## src/rtl/tx_switch_sequencer.sv

```systemverilog
// Switch/gate sequencer: walks lane-0, lane-1 and gate control pulses with
// programmable gap/settle waits, capturing time stamps at key stages.
module tx_switch_sequencer #(
  parameter int unsigned TIMESTAMP_WIDTH = 64,
  parameter int unsigned DLY_WIDTH       = 16
) (
  input  logic                       aclk,
  input  logic                       aresetn,
  input  logic                       start,
  input  logic                       abort,
  input  logic [DLY_WIDTH-1:0]       cfg_gap,
  input  logic [DLY_WIDTH-1:0]       cfg_settle,
  input  logic [TIMESTAMP_WIDTH-1:0] stamp_counter,
  output logic                       rst_count,
  output logic                       lane0_on,
  output logic                       lane0_done,
  output logic                       lane1_on,
  output logic                       lane1_done,
  output logic                       gate_ctrl,
  output logic                       tready0_en,
  output logic                       busy,
  output logic                       done,
  output logic                       aborted,
  output logic [TIMESTAMP_WIDTH-1:0] ts_l0_on,
  output logic [TIMESTAMP_WIDTH-1:0] ts_l1_done,
  output logic [TIMESTAMP_WIDTH-1:0] ts_gate,
  output logic [15:0]                run_count
);

  typedef enum logic [3:0] {
    StIdle, StRst, StGap0, StL0On, StSettle0, StL0Done, StGap1,
    StL1On, StSettle1, StL1Done, StGap2, StGate, StDone
  } state_e;

  state_e                     state_q, state_d;
  logic [DLY_WIDTH-1:0]       gap_q, settle_q, cnt_q;
  logic [DLY_WIDTH-1:0]       gap_load, settle_load;
  logic [TIMESTAMP_WIDTH-1:0] ts_l0_on_q, ts_l1_done_q, ts_gate_q;
  logic [15:0]                run_count_q;
  logic                       tready0_en_q, aborted_q;
  logic                       cnt_zero, accept, abort_run;
  logic                       gap_next, settle_next, wait_entry;

  assign cnt_zero    = (cnt_q == '0);
  assign accept      = (state_q == StIdle) && start && !abort;
  assign abort_run   = (state_q != StIdle) && abort;
  // A programmed delay of 0 behaves as 1, so both 0 and 1 load a count of 0.
  assign gap_load    = (gap_q == '0) ? '0 : gap_q - DLY_WIDTH'(1);
  assign settle_load = (settle_q == '0) ? '0 : settle_q - DLY_WIDTH'(1);
  assign gap_next    = state_d inside {StGap0, StGap1, StGap2};
  assign settle_next = state_d inside {StSettle0, StSettle1};
  assign wait_entry  = (state_d != state_q) && (gap_next || settle_next);

  always_ff @(posedge aclk) begin
    if (!aresetn) state_q <= StIdle;
    else          state_q <= state_d;
  end

  always_comb begin
    state_d = state_q;
    unique case (state_q)
      StIdle:    if (accept) state_d = StRst;
      StRst:     state_d = StGap0;
      StGap0:    if (cnt_zero) state_d = StL0On;
      StL0On:    state_d = StSettle0;
      StSettle0: if (cnt_zero) state_d = StL0Done;
      StL0Done:  state_d = StGap1;
      StGap1:    if (cnt_zero) state_d = StL1On;
      StL1On:    state_d = StSettle1;
      StSettle1: if (cnt_zero) state_d = StL1Done;
      StL1Done:  state_d = StGap2;
      StGap2:    if (cnt_zero) state_d = StGate;
      StGate:    state_d = StDone;
      StDone:    state_d = StIdle;
      default:   state_d = StIdle;
    endcase
    if (abort_run) state_d = StIdle;
  end

  always_comb begin
    rst_count  = 1'b0;
    lane0_on   = 1'b0;
    lane0_done = 1'b0;
    lane1_on   = 1'b0;
    lane1_done = 1'b0;
    gate_ctrl  = 1'b0;
    done       = 1'b0;
    busy       = (state_q != StIdle);
    unique case (state_q)
      StRst:    rst_count  = 1'b1;
      StL0On:   lane0_on   = 1'b1;
      StL0Done: lane0_done = 1'b1;
      StL1On:   lane1_on   = 1'b1;
      StL1Done: lane1_done = 1'b1;
      StGate:   gate_ctrl  = 1'b1;
      StDone:   done       = 1'b1;
      default:  ;
    endcase
  end

  always_ff @(posedge aclk) begin
    if (!aresetn) begin
      gap_q        <= '0;
      settle_q     <= '0;
      cnt_q        <= '0;
      ts_l0_on_q   <= '0;
      ts_l1_done_q <= '0;
      ts_gate_q    <= '0;
      run_count_q  <= '0;
      tready0_en_q <= 1'b0;
      aborted_q    <= 1'b0;
    end else begin
      aborted_q <= abort_run;
      if (accept) begin
        gap_q    <= cfg_gap;
        settle_q <= cfg_settle;
      end
      if (wait_entry)     cnt_q <= gap_next ? gap_load : settle_load;
      else if (!cnt_zero) cnt_q <= cnt_q - DLY_WIDTH'(1);
      if (state_q == StL0On)   ts_l0_on_q   <= stamp_counter;
      if (state_q == StL1Done) ts_l1_done_q <= stamp_counter;
      if (state_q == StGate)   ts_gate_q    <= stamp_counter;
      if (state_q == StDone)   run_count_q  <= run_count_q + 16'd1;
      // Set on GATE entry so the sink sees ready within the GATE cycle itself.
      if (accept || abort)                          tready0_en_q <= 1'b0;
      else if (state_d == StGate && state_q != StGate) tready0_en_q <= 1'b1;
    end
  end

  assign ts_l0_on   = ts_l0_on_q;
  assign ts_l1_done = ts_l1_done_q;
  assign ts_gate    = ts_gate_q;
  assign run_count  = run_count_q;
  assign tready0_en = tready0_en_q;
  assign aborted    = aborted_q;

endmodule

```

## config.mk

```make
export PLATFORM = sky130hd
export DESIGN_NAME = tx_switch_sequencer
export DESIGN_NICKNAME = d
export VERILOG_FILES = /design/src/rtl/tx_switch_sequencer.sv
export SDC_FILE = /design/constraint.sdc
export NUM_CORES = 1
export LEC_CHECK = 0
export CORE_UTILIZATION = 48
export DETAILED_ROUTE_END_ITERATION = 10
export HOLD_SLACK_MARGIN = 0.12
export PLACE_DENSITY = 0.77
export SLEW_MARGIN = 20
export SYNTH_ARGS = -nofsm -noshare
export SYNTH_HDL_FRONTEND = slang
export SYNTH_SLANG_ARGS = --single-unit
```

## constraint.sdc

```tcl
create_clock -name aclk -period 3.4 [get_ports aclk]
set_input_delay 0.68 -clock aclk [delete_from_list [all_inputs] [get_ports aclk]]
set_output_delay 0.68 -clock aclk [all_outputs]
set_load 0.01 [all_outputs]
```

==> impl_metrics.ini <==
[synth]
ys_top_cells_by_count = nand2_1 (472), dfxtp_1 (262), a21boi_0 (227)
synth_top_family_by_area = simple AND/OR/NAND/NOR gates
yosysUniqueCellTypes = 64
synth_simple_gate_area_share_pct = 24.5
syn_area_mm2 = 0.0110
synth_compound_area_share_pct = 19.7
synth_xor_area_share_pct = 2.62
synthCells = 1338
ys_ff_latch = 262
synth_top_area_share_pct = 47.6
yosys_most_used_dff = dfxtp_1
avgSynthCellArea_um2 = 8.24
syn-num-nets = 1442
synth_most_common_cell = nand2_1
synth_top_cell_by_area = dfxtp_1
synthMuxAreaShare_pct = 0.919
yosys_warnings = 0
synthAdderAreaFrac_pct = 0.454
synth-edff-count = 0
yosysSeqAreaShare_pct = 47.6
async_reset_ff_share_pct = 0
synthTopCellsByArea = dfxtp_1 (48%), nand2_1 (16%), a21boi_0 (15%)

[route]
vias = 10300
wl_per_cell_um = 18.3
drt-total-wl_um = 35100
firstDrtPassIters = 6
vias_per_cell = 5.37
post-route-drc-count = 0
dr.first_iter.drc_count = 545
antenna_left = 0

[floorplan]
die_x_um = 154
ios = 318
initial_core_util_pct = 48.8
rows = 55
dieArea_mm2 = 0.0236
core_area_mm2 = 0.0226
chipHeight_um = 154

[timing]
setup_viol = 0
tightestPinTransition_ns = 0.849
post-route-min-period_ns = 3.12
max-slew-margin-rel_pct = 42.9
rsz0062_at_grt = false
finalHoldViolations = 0
slew_violations = 0
fin_crit_sh_pct = 91.7
skew_ns = 0.0200
finalSetupTns_ns = 0
fmax_mhz = 321

[power_and_ir_drop]
cellLeakagePower_uw = 0.00531
power_frac_seq_pct = 41.3
switchingPower_uw = 2000
swShare_pct = 25.1
irDropWorstVdd_mv = 0.432
pwr-share-clk_pct = 44.4
intPower_uw = 5950
comb_power_share_pct = 14.2
power_density_mw_per_mm2 = 515

[cts]
ctsResizeCount = 0
cts_setup_buffers = 0
cts-root-buf = clkbuf_16
cts_made_buffers = 29
cts_buffer_depth = 3
h-tree-depth = 1
cts_tree = done
worstSkewPairLatency_ns = 0.56
cts.sinks = 262
ctsHoldBuffers = 0
path_clk_slew_ns = 0.06

[worst_hold_path]
hold_depth = 2
holdCritPathClass = reg -> reg

[critical_path]
crit_arrival_ns = 2.44
cp_cell_sequence = nand2_1 > or3_2 > inv_2 > clkdlybuf4s50_1
cp_top_family = buffers and inverters
end_kind = output pin
cp_max_fo = 12
worstSetupPathType = reg -> out
crit_required_ns = 2.72
crit_slowest_cell = clkdlybuf4s50_1
cp.depth = 4
path_buf_inv = 2
cp_slowest_stage_delay_ns = 0.60
r2r_cells = 7
start_kind = register

[global_routing]
gr-total-overflow = 0
grt_max_degree = 104
grt_usage_pct = 29.1
antenna_found_initial = 1
grt_pass1_wl_um = 54900
grt_pass1_vias = 10000

[final_layout]
multi_input_area_mm2 = 0.00535
fillCellCount = 1799
post_route_cells_drive_above_1_share_pct = 5.76
layout.nets = 1714
syn_to_final_growth_pct = 40.0
final_core_util_pct = 68.4
instances_no_fill = 1919
ff_latch_area_mm2 = 0.00525

[place]
dpl.cell_count = 1864
io_buffers = 317
hpwl_um = 23400
globalplace.congestion = 0.941

[job]
cap_violations = 0

[status]
status = finished, final reports clean
==> power groups by stage <==
stage                     Clock (µW)  Combinational (µW)  Sequential (µW)
after floorplan                    0                 809             3310
after detailed placement           0                1110             3350
final                           3530                1130             3280
after global placement             0                1110             3340
after CTS                       3580                1120             3280
after global routing            3710                1240             3300
==> kinds of logic after synthesis <==
| kind of cell | after synthesis |
|---|---|
| DFF | 262 |
| buffers and inverters | 110 |
| adders and majority gates | 4 |
| and+or+nand+nor | 625 |
| xor gates and xnor gates | 33 |
| muxes | 10 |
| AOI/OAI and AO/OA | 294 |
==> final timing paths <==
kind | startpoint | endpoint | slack, ns
max reg2reg | cnt_q[0] | cnt_q[4] | 0.38
max | state_q[0] | lane0_on | 0.28
min | ts_l0_on[40] | ts_l0_on[40] | 0.46
min reg2reg | ts_l0_on[40] | ts_l0_on[40] | 0.46
==> through the flow <==
| stage | cell area, µm² | setup WS [ns] | hold slack (ns) | total power (µW) |
|---|---|---|---|---|
| after CTS | 15400 | 0.275 | 0.463 | 7980 |
| after detailed placement | 14300 | 0.403 | 0.456 | 4450 |
| after floorplan | 11000 | 0.806 | 0.467 | 4120 |
| after global routing | 15400 | 0.149 | 0.478 | 8240 |
| final | 15400 | 0.281 | 0.460 | 7940 |
| after global placement | 14300 | 0.438 | 0.448 | 4460 |
==> worst min-delay path, delay by kind of cell (launching register included) <==
family             cells  cell delay (ns)
and+or+nand+nor        1             0.04
AOI/OAI and AO/OA      1             0.06
DFF                    1             0.31
==> placed cells by master (no fill, tap or decap), types with 4 or more instances in the layout <==
| master | instances |
|---|---|
| a21boi_0 | 227 |
| xor2_1 | 15 |
| or3_2 | 5 |
| nand4_1 | 9 |
| ha_1 | 4 |
| or3_1 | 8 |
| mux2i_1 | 9 |
| clkbuf_16 | 29 |
| inv_1 | 12 |
| o21ai_0 | 20 |
| bufinv_16 | 7 |
| nor2_1 | 23 |
| or4_1 | 5 |
| nor4_1 | 9 |
| and2_1 | 12 |
| buf_4 | 17 |
| nor3_1 | 25 |
| clkinv_2 | 5 |
| clkbuf_8 | 6 |
| dfxtp_1 | 262 |
| clkdlybuf4s50_1 | 316 |
| nand2_1 | 471 |
| nand3_1 | 13 |
| o311a_1 | 6 |
| nand2b_1 | 8 |
| nand4b_1 | 4 |
| a21oi_1 | 12 |
| clkbuf_1 | 5 |
| xnor2_1 | 18 |
| nor2b_1 | 6 |
==> final cells by class <==
type                    count  share of cell area (%)
clock buffers              40                    5.36
well taps                 285                    2.31
flip-flops and latches    262                    34.0
repair buffers            336                    21.6
clock inverters            14                    1.70
multi-input cells         966                    34.6
inverters                  15                   0.365
diodes                      1                  0.0162
==> flip-flops by register name (all words and copies together) (netlist names) <==
signal      flops
run_count      16
ts_l1_done     64
state_q         4
tready0_en      1
ts_gate        64
ts_l0_on       64
cnt_q          16
aborted         1
settle_q       16
gap_q          16
==> routing by layer <==
layer	global-route usage [%]	part of all wire, %
met1	34.3	40
met3	9.67	8.8
met4	10.3	3.8
met5	0	0
met2	49.2	47
No activity file was read; power rests on OpenSTA's default activity.
